### src/rtl/speck_pkg.sv
// Shared definitions for the SPECK datapath blocks: default word width,
// serial-adder controller state encoding and counter sizing helper.
package speck_pkg;

    // SPECK32/64 word width.
    localparam int WORD_W_DEFAULT = 16;

    // Serial add/sub controller states.
    typedef enum logic [1:0] {
        IDLE = 2'd0,
        RUN  = 2'd1,
        DONE = 2'd2
    } add_state_t;

    // Width of a counter that must index bit positions 0..w-1.
    // $clog2(w) is already >= 1 for every legal w (2..64), but the guard
    // keeps a degenerate w from producing a zero-width counter.
    function automatic int cnt_width(input int w);
        return (w <= 2) ? 1 : $clog2(w);
    endfunction

endpackage : speck_pkg

### src/rtl/speck_serial_add_ctrl_adder.sv
// AOIG_Adder: one-bit full-adder cell built as the classic mirror adder out of
// AND-OR-INVERT stages. The carry is formed first (inverted), and the sum reuses
// the inverted carry, so the cell has two AOI levels on the sum path.
module AOIG_Adder (
    input  logic A,
    input  logic B,
    input  logic Cin,
    output logic Sum,
    output logic Cout
);

    logic cout_n;
    logic sum_n;

    // Majority function as AOI: cout_n = ~(A&B | Cin&(A|B)).
    always_comb begin
        cout_n = ~((A & B) | (Cin & (A | B)));
    end

    // Sum as AOI: sum_n = ~((A|B|Cin)&cout_n | A&B&Cin).
    // Odd parity is "at least one input set but not a majority", or all three set.
    always_comb begin
        sum_n = ~(((A | B | Cin) & cout_n) | (A & B & Cin));
    end

    // Output inverters restore true polarity.
    always_comb begin
        Sum  = ~sum_n;
        Cout = ~cout_n;
    end

endmodule : AOIG_Adder

### src/rtl/speck_serial_add_ctrl.sv
// speck_serial_add_ctrl: bit-serial SPECK modular adder/subtractor.
// Accepts two WORD_W operands via valid/ready, feeds them LSB first through a
// single AOIG_Adder cell over WORD_W cycles, then presents the sum (or a - b)
// and the final carry until the consumer takes it.
module speck_serial_add_ctrl
    import speck_pkg::*;
#(
    parameter int WORD_W = WORD_W_DEFAULT
) (
    input  logic              clk,
    input  logic              rst,
    input  logic              in_valid,
    output logic              in_ready,
    input  logic [WORD_W-1:0] a,
    input  logic [WORD_W-1:0] b,
    input  logic              sub,
    output logic              out_valid,
    input  logic              out_ready,
    output logic [WORD_W-1:0] result,
    output logic              carry_out
);

    localparam int CNT_W = cnt_width(WORD_W);
    localparam logic [CNT_W-1:0] LAST_BIT = CNT_W'(WORD_W - 1);

    add_state_t        state_q;
    logic [WORD_W-1:0] a_sr;
    logic [WORD_W-1:0] b_sr;
    logic [WORD_W-1:0] res_sr;
    logic [CNT_W-1:0]  cnt_q;
    logic              carry_q;
    logic              cout_q;

    logic              cell_sum;
    logic              cell_cout;
    logic              last_bit;

    // The one physical adder cell; operands are presented LSB first.
    AOIG_Adder u_cell (
        .A    (a_sr[0]),
        .B    (b_sr[0]),
        .Cin  (carry_q),
        .Sum  (cell_sum),
        .Cout (cell_cout)
    );

    // Final bit of the word is being added this cycle.
    always_comb begin
        last_bit = (cnt_q == LAST_BIT);
    end

    // Sequencer: load operands, shift WORD_W bits through the cell, hold result.
    always_ff @(posedge clk) begin
        if (rst) begin
            state_q <= IDLE;
            a_sr    <= '0;
            b_sr    <= '0;
            res_sr  <= '0;
            cnt_q   <= '0;
            carry_q <= 1'b0;
            cout_q  <= 1'b0;
        end else begin
            case (state_q)
                IDLE: begin
                    if (in_valid) begin
                        // Subtraction is a + ~b + 1: invert b and seed the carry.
                        a_sr    <= a;
                        b_sr    <= sub ? ~b : b;
                        carry_q <= sub;
                        res_sr  <= '0;
                        cnt_q   <= '0;
                        state_q <= RUN;
                    end
                end
                RUN: begin
                    // Sum bits enter at the MSB so after WORD_W shifts bit 0 lands at [0].
                    res_sr  <= {cell_sum, res_sr[WORD_W-1:1]};
                    a_sr    <= a_sr >> 1;
                    b_sr    <= b_sr >> 1;
                    carry_q <= cell_cout;
                    cnt_q   <= cnt_q + CNT_W'(1);
                    if (last_bit) begin
                        // Carry out of the MSB is reported, never fed back (mod 2^WORD_W).
                        cout_q  <= cell_cout;
                        state_q <= DONE;
                    end
                end
                DONE: begin
                    // Result stays put until the consumer takes it.
                    if (out_ready) begin
                        state_q <= IDLE;
                    end
                end
                default: begin
                    state_q <= IDLE;
                end
            endcase
        end
    end

    // Handshake flags are pure state decodes: no same-cycle handoff and accept.
    always_comb begin
        in_ready  = (state_q == IDLE);
        out_valid = (state_q == DONE);
        result    = res_sr;
        carry_out = cout_q;
    end

endmodule : speck_serial_add_ctrl

### config.mk
export PLATFORM = sky130hd
export DESIGN_NAME = speck_serial_add_ctrl
export DESIGN_NICKNAME = d
export VERILOG_FILES = /design/src/rtl/speck_pkg.sv /design/src/rtl/speck_serial_add_ctrl_adder.sv /design/src/rtl/speck_serial_add_ctrl.sv
export SDC_FILE = /design/constraint.sdc
export NUM_CORES = 1
export LEC_CHECK = 0
export ABC_AREA = 0
export CAP_MARGIN = 20
export CELL_PAD_IN_SITES_DETAIL_PLACEMENT = 1
export CELL_PAD_IN_SITES_GLOBAL_PLACEMENT = 1
export CORE_MARGIN = 2
export CORE_UTILIZATION = 39
export CTS_BUF_LIST = sky130_fd_sc_hd__clkbuf_8
export DETAILED_ROUTE_END_ITERATION = 12
export GPL_ROUTABILITY_DRIVEN = 0
export PLACE_DENSITY = 0.93
export SYNTH_ARGS = -nofsm -noshare
export SYNTH_HDL_FRONTEND = slang
export SYNTH_SLANG_ARGS = --single-unit
### constraint.sdc
create_clock -name clk -period 2.4 [get_ports clk]
set_input_delay 0.72 -clock clk [delete_from_list [all_inputs] [get_ports clk]]
set_output_delay 0.72 -clock clk [all_outputs]
set_load 0.005 [all_outputs]
# Word-level counts from Yosys, hierarchy flattened
# Index checks and enable logic that the tools add are counted.
[word_totals]
wordCells = 44
in_bits = 37
out_inout_bits = 19
register_bits = 56
[op_classes]
eq_ne = 6
bitwise_logic = 10
n_reduce_logical = 5
muxes = 15
n_addsub = 1
[ops]
columns = ["cell", "count"]
rows = [
  ["16-bit one-hot mux with 2 select lines", 3],
  ["16-bit 2-to-1 mux", 4],
  ["16-bit NOT", 1],
  ["4-bit one-hot mux with 2 select lines", 1],
  ["2-bit 2-to-1 mux", 3],
  ["2-bit one-hot mux with 3 select lines", 1],
  ["4-bit by 1-bit adder with 4-bit output, second input constant", 1],
  ["1-bit AND", 4],
  ["4-bit == test, second input constant", 1],
  ["4-bit 2-to-1 mux", 1],
  ["2-bit inequality test, second input constant", 2],
  ["1-bit OR", 4],
  ["2-bit AND reduction", 2],
  ["3-bit AND reduction", 1],
  ["2-bit by 1-bit == test with 1-bit output, second input constant", 1],
  ["2-bit == test, second input constant", 1],
  ["2-bit logical NOT", 1],
  ["2-bit by 1-bit inequality test with 1-bit output, second input constant", 1],
  ["1-bit one-hot mux with 2 select lines", 1],
  ["2-bit nonzero test", 1],
  ["1-bit 2-to-1 mux", 1],
  ["1-bit NOT", 1],
]

# Depth between registers and ports, before layout
[logic_depth]
word_depth = 7
mapped_depth = 5
mapped_depth_nobuf = 4

# Cells and area by module
# From an unflattened synthesis, not the netlist that was laid out.
[unflattened]
hier_cells = 257
area_unflattened_um2 = 2434.8
[by_module_without_submodules]
columns = ["mod", "cells_each", "instances", "area_each_um2"]
rows = [
  ["speck_serial_add_ctrl", 256, 1, 2414.8],
  ["AOIG_Adder", 1, 1, 20.0],
]

# Worst setup path before layout
# OpenSTA, ideal clock, no wires.
[synth_path]
path_kind = "in2reg"
start = "input port rst"
end = "register b_sr[10]"
n_path_buf = 2
slack_ns = 0.880
arrival_time_ns = 1.389
path_stages = 3
cell_sequence = "clkbuf_1 > clkbuf_1 > o22ai_1"
[synth_lines]
columns = ["item", "line", "text"]
rows = [
  ["from (decl)", "speck_serial_add_ctrl.sv:11", "input logic rst,"],
  ["to (signal assigned)", "speck_serial_add_ctrl.sv:68", "b_sr <= sub ? ~b : b;"],
  ["to (signal assigned)", "speck_serial_add_ctrl.sv:79", "b_sr <= b_sr >> 1;"],
  ["to (decl)", "speck_serial_add_ctrl.sv:28", "logic [WORD_W-1:0] b_sr;"],
]
# No word-level cell between the ends.

# Worst setup path in the final report
[layout_path]
start = "register state_q[1]"
end = "output port out_valid"
[layout_via]
elab_chain_len = 1
[layout_lines]
columns = ["item", "line", "text"]
rows = [
  ["from (decl)", "speck_serial_add_ctrl.sv:26", "add_state_t state_q;"],
  ["from (signal assigned)", "speck_serial_add_ctrl.sv:55", "state_q <= IDLE;"],
  ["from (signal assigned)", "speck_serial_add_ctrl.sv:72", "state_q <= RUN;"],
  ["from (signal assigned)", "speck_serial_add_ctrl.sv:85", "state_q <= DONE;"],
  ["2-bit == test", "speck_serial_add_ctrl.sv:104", "out_valid = (state_q == DONE);"],
  ["to (decl)", "speck_serial_add_ctrl.sv:17", "output logic out_valid,"],
]
# Every way passes these cells.

==> impl_metrics.toml <==
[route]
wirelength_um = 6320
drt_iter0_markers = 86
drcViolationCount = 0
viasPerCell = 5.65
wl_per_cell_um = 16.8
first_pass_iters = 4
num_vias = 2130
ant_nets = 0

[global_route]
antenna_found_initial = 0
track_usage_pct = 18.6
grt_pass1_vias = 2207
grt_pass1_wl_um = 10600
grt.overflow.total = 0
grt_max_degree = 34

[setup_path]
rrSetupSlack_ps = 690
critical_path_arrival_ps = 1480
crit_required_ps = 1680
r2r_cells = 5
critical_path_class = "register to primary output"
cp-start-kind = "register"
endpoint_kind = "primary output"
crit_fanout = 8
cpMaxStageDelayCell = "clkdlybuf4s50_1"
reg2reg_from = "state_q[0]"
slowest_delay_ps = 530
cp_cell_sequence = "nor2b_1 -> clkdlybuf4s50_1"
rr_endpoint = "b_sr[2]"

[floorplanning]
core_area_um2 = 5990
ios = 56
die_width_um = 83.1
initial_core_util_pct = 40.7
die_area_um2 = 6900
std_cell_rows = 28
die_h_um = 83.1

[pwr]
p_sw_share_pct = 25.1
clkPwrFrac_pct = 31.7
p_per_area_nw_per_um2 = 619
power_frac_comb_pct = 15.5
p_leak_uw = 0.00109
switchingPower_uw = 481
max-vdd-ir-drop_uv = 309
internal_power_uw = 1430
pwr-share-seq_pct = 52.8

[cells_and_area]
syn2layout_area_growth_pct = 26.9
n_fill_cell = 671
layout.cells.non_filler = 377
drive_above_1_share_pct = 9.60
layout.nets = 340
antenna_cells = 0
postLayoutCoreUtil_pct = 51.6
final_common_cell = "dfxtp_1"
design_area_um2 = 3090
layout_common_cells = "55 x dfxtp_1, 54 x clkdlybuf4s50_1, 47 x nor2_1"

[sta]
slew_headroom_pct = 66.8
timing.fmax_ghz = 0.455
holdWs_ps = 513
clock_skew_ps = 7.20
final.min_clock_period_ps = 2200
slew_violations = 0
rsz0062_at_grt = "false"
setup-tns-final_ps = 0
report.final.hold_viol_count = 0
fin_crit_sh_pct = 91.5
setup_viol = 0
worstMarginPinSlew_ps = 498

[yosys]
avgSynthCellArea_um2 = 9.60
synth-seq-area-share_pct = 46.0
ys.flop_type = "dfxtp_1"
synth_cell_types = 37
async_flop_share_pct = 0
yosys_register_bits = 56
syn-num-nets = 293
synth_area_um2 = 2440
yosysWarnings = 0
syn_inst = 254
synth-edff-count = 0

[cts]
post_cts_buffers = 0
cts_hold_buf = 0
clock_latency_ps = 310
clockRootBuffer = "clkbuf_8"
cts_buffer_depth = 2
cts-resized-gates = 0
cts.sinks = 56
htree_num_levels = 2
cts_tree = "built"
clkSlewWorstSetupHoldPaths_ps = 100
numCtsBuffers = 5

[placed_design]
dpl_cell_area_um2 = 2980
placed_cells_incl_taps = 369
dp_hpwl_um = 4500
numPortBuffers = 55

[min_path]
min_to = "a_sr[13]"
hold_class = "register to register"
min_from = "a_sr[13]"
holdPathStages = 2

[flow_run]
cap_violations = 0

[status]
status = "completed"
## per-stage QoR
stage / total power, uW / worst slack, ps
2_1_floorplan: 1220 / 880
3_3_place_gp: 1310 / 392
3_5_place_dp: 1330 / 272
4_1_cts: 1930 / 69.0
5_1_grt: 2010 / 108
6_report: 1910 / 204
## flip-flops by register name (all words and copies together) (netlist names)
signal / cells
b_sr: 16
carry_q: 1
cnt_q: 4
a_sr: 16
result: 16
carry_out: 1
state_q: 2
## logic make-up (layout without fill, tap and decap cells)
logic type / count (synthesis) / count (layout) / synth area share (%)
buffers and inverters: 30 / 78 / 7.75
adder cells (fa/ha/maj): 2 / 2 / 1.33
AND/OR/NAND/NOR: 60 / 60 / 10.8
XOR/XNOR: 16 / 16 / 5.75
AO/OA/AOI/OAI: 90 / 90 / 28.3
flip-flops: 56 / 56 / 46.0
## cell type report
class / count / area [um^2] / share of cell area [%]
Clock buffer: 5 / 68.8 / 2.22
Sequential cell: 56 / 1120 / 36.3
Multi-Input combinational cell: 168 / 1130 / 36.7
Timing Repair Buffer: 64 / 613 / 19.8
Tap cell: 75 / 93.8 / 3.03
Inverter: 6 / 22.5 / 0.728
Clock inverter: 3 / 38.8 / 1.25
## worst max path at each step
stage,start,end,slack (ps),cells past startpoint
after floorplan,rst,b_sr[10],880,3
after global placement,in_valid,a_sr[2],390,4
after detailed placement,in_valid,a_sr[9],270,4
after CTS,state_q[1],out_valid,70,2
after global routing,state_q[1],out_valid,110,2
final,state_q[1],out_valid,200,2
## power groups by stage
| stage | combinational, uW | sequential [uW] | clock (uW) |
|---|---|---|---|
| floorplan | 197 | 1020 | 0 |
| global placement | 281 | 1030 | 0 |
| detailed placement | 296 | 1030 | 0 |
| CTS | 298 | 1010 | 620 |
| global route | 326 | 1020 | 665 |
| finish | 296 | 1010 | 607 |
## worst max-delay path, delay by kind of cell, from the launching register on
family	cells	cell delay [ps]
flip-flops	1	440
buffers and inverters	1	530
AND/OR/NAND/NOR	1	210
## synthesized netlist by cell type (4+ instances only)
cell | number | area share (%)
dfxtp_1 | 56 | 46
buf_6 | 5 | 2.3
inv_1 | 5 | 0.77
o2bb2ai_1 | 10 | 3.6
buf_2 | 4 | 0.82
a211oi_1 | 13 | 4.0
o22ai_1 | 19 | 4.9
clkbuf_1 | 8 | 1.2
a22oi_1 | 34 | 10
nor2_1 | 47 | 7.2
buf_4 | 6 | 1.8
xnor2_1 | 15 | 5.4
## per-layer routing
layer / GRT usage (%) / vias up / share of wire, %
li1: - / 1022 / -
met1: 23.4 / 1055 / 44
met2: 33.1 / 51 / 52
met3: 3.88 / 2 / 3.7
met4: 3.43 / 0 / 0.30
met5: 0 / - / 0
Power figures use the tool's default switching activity.
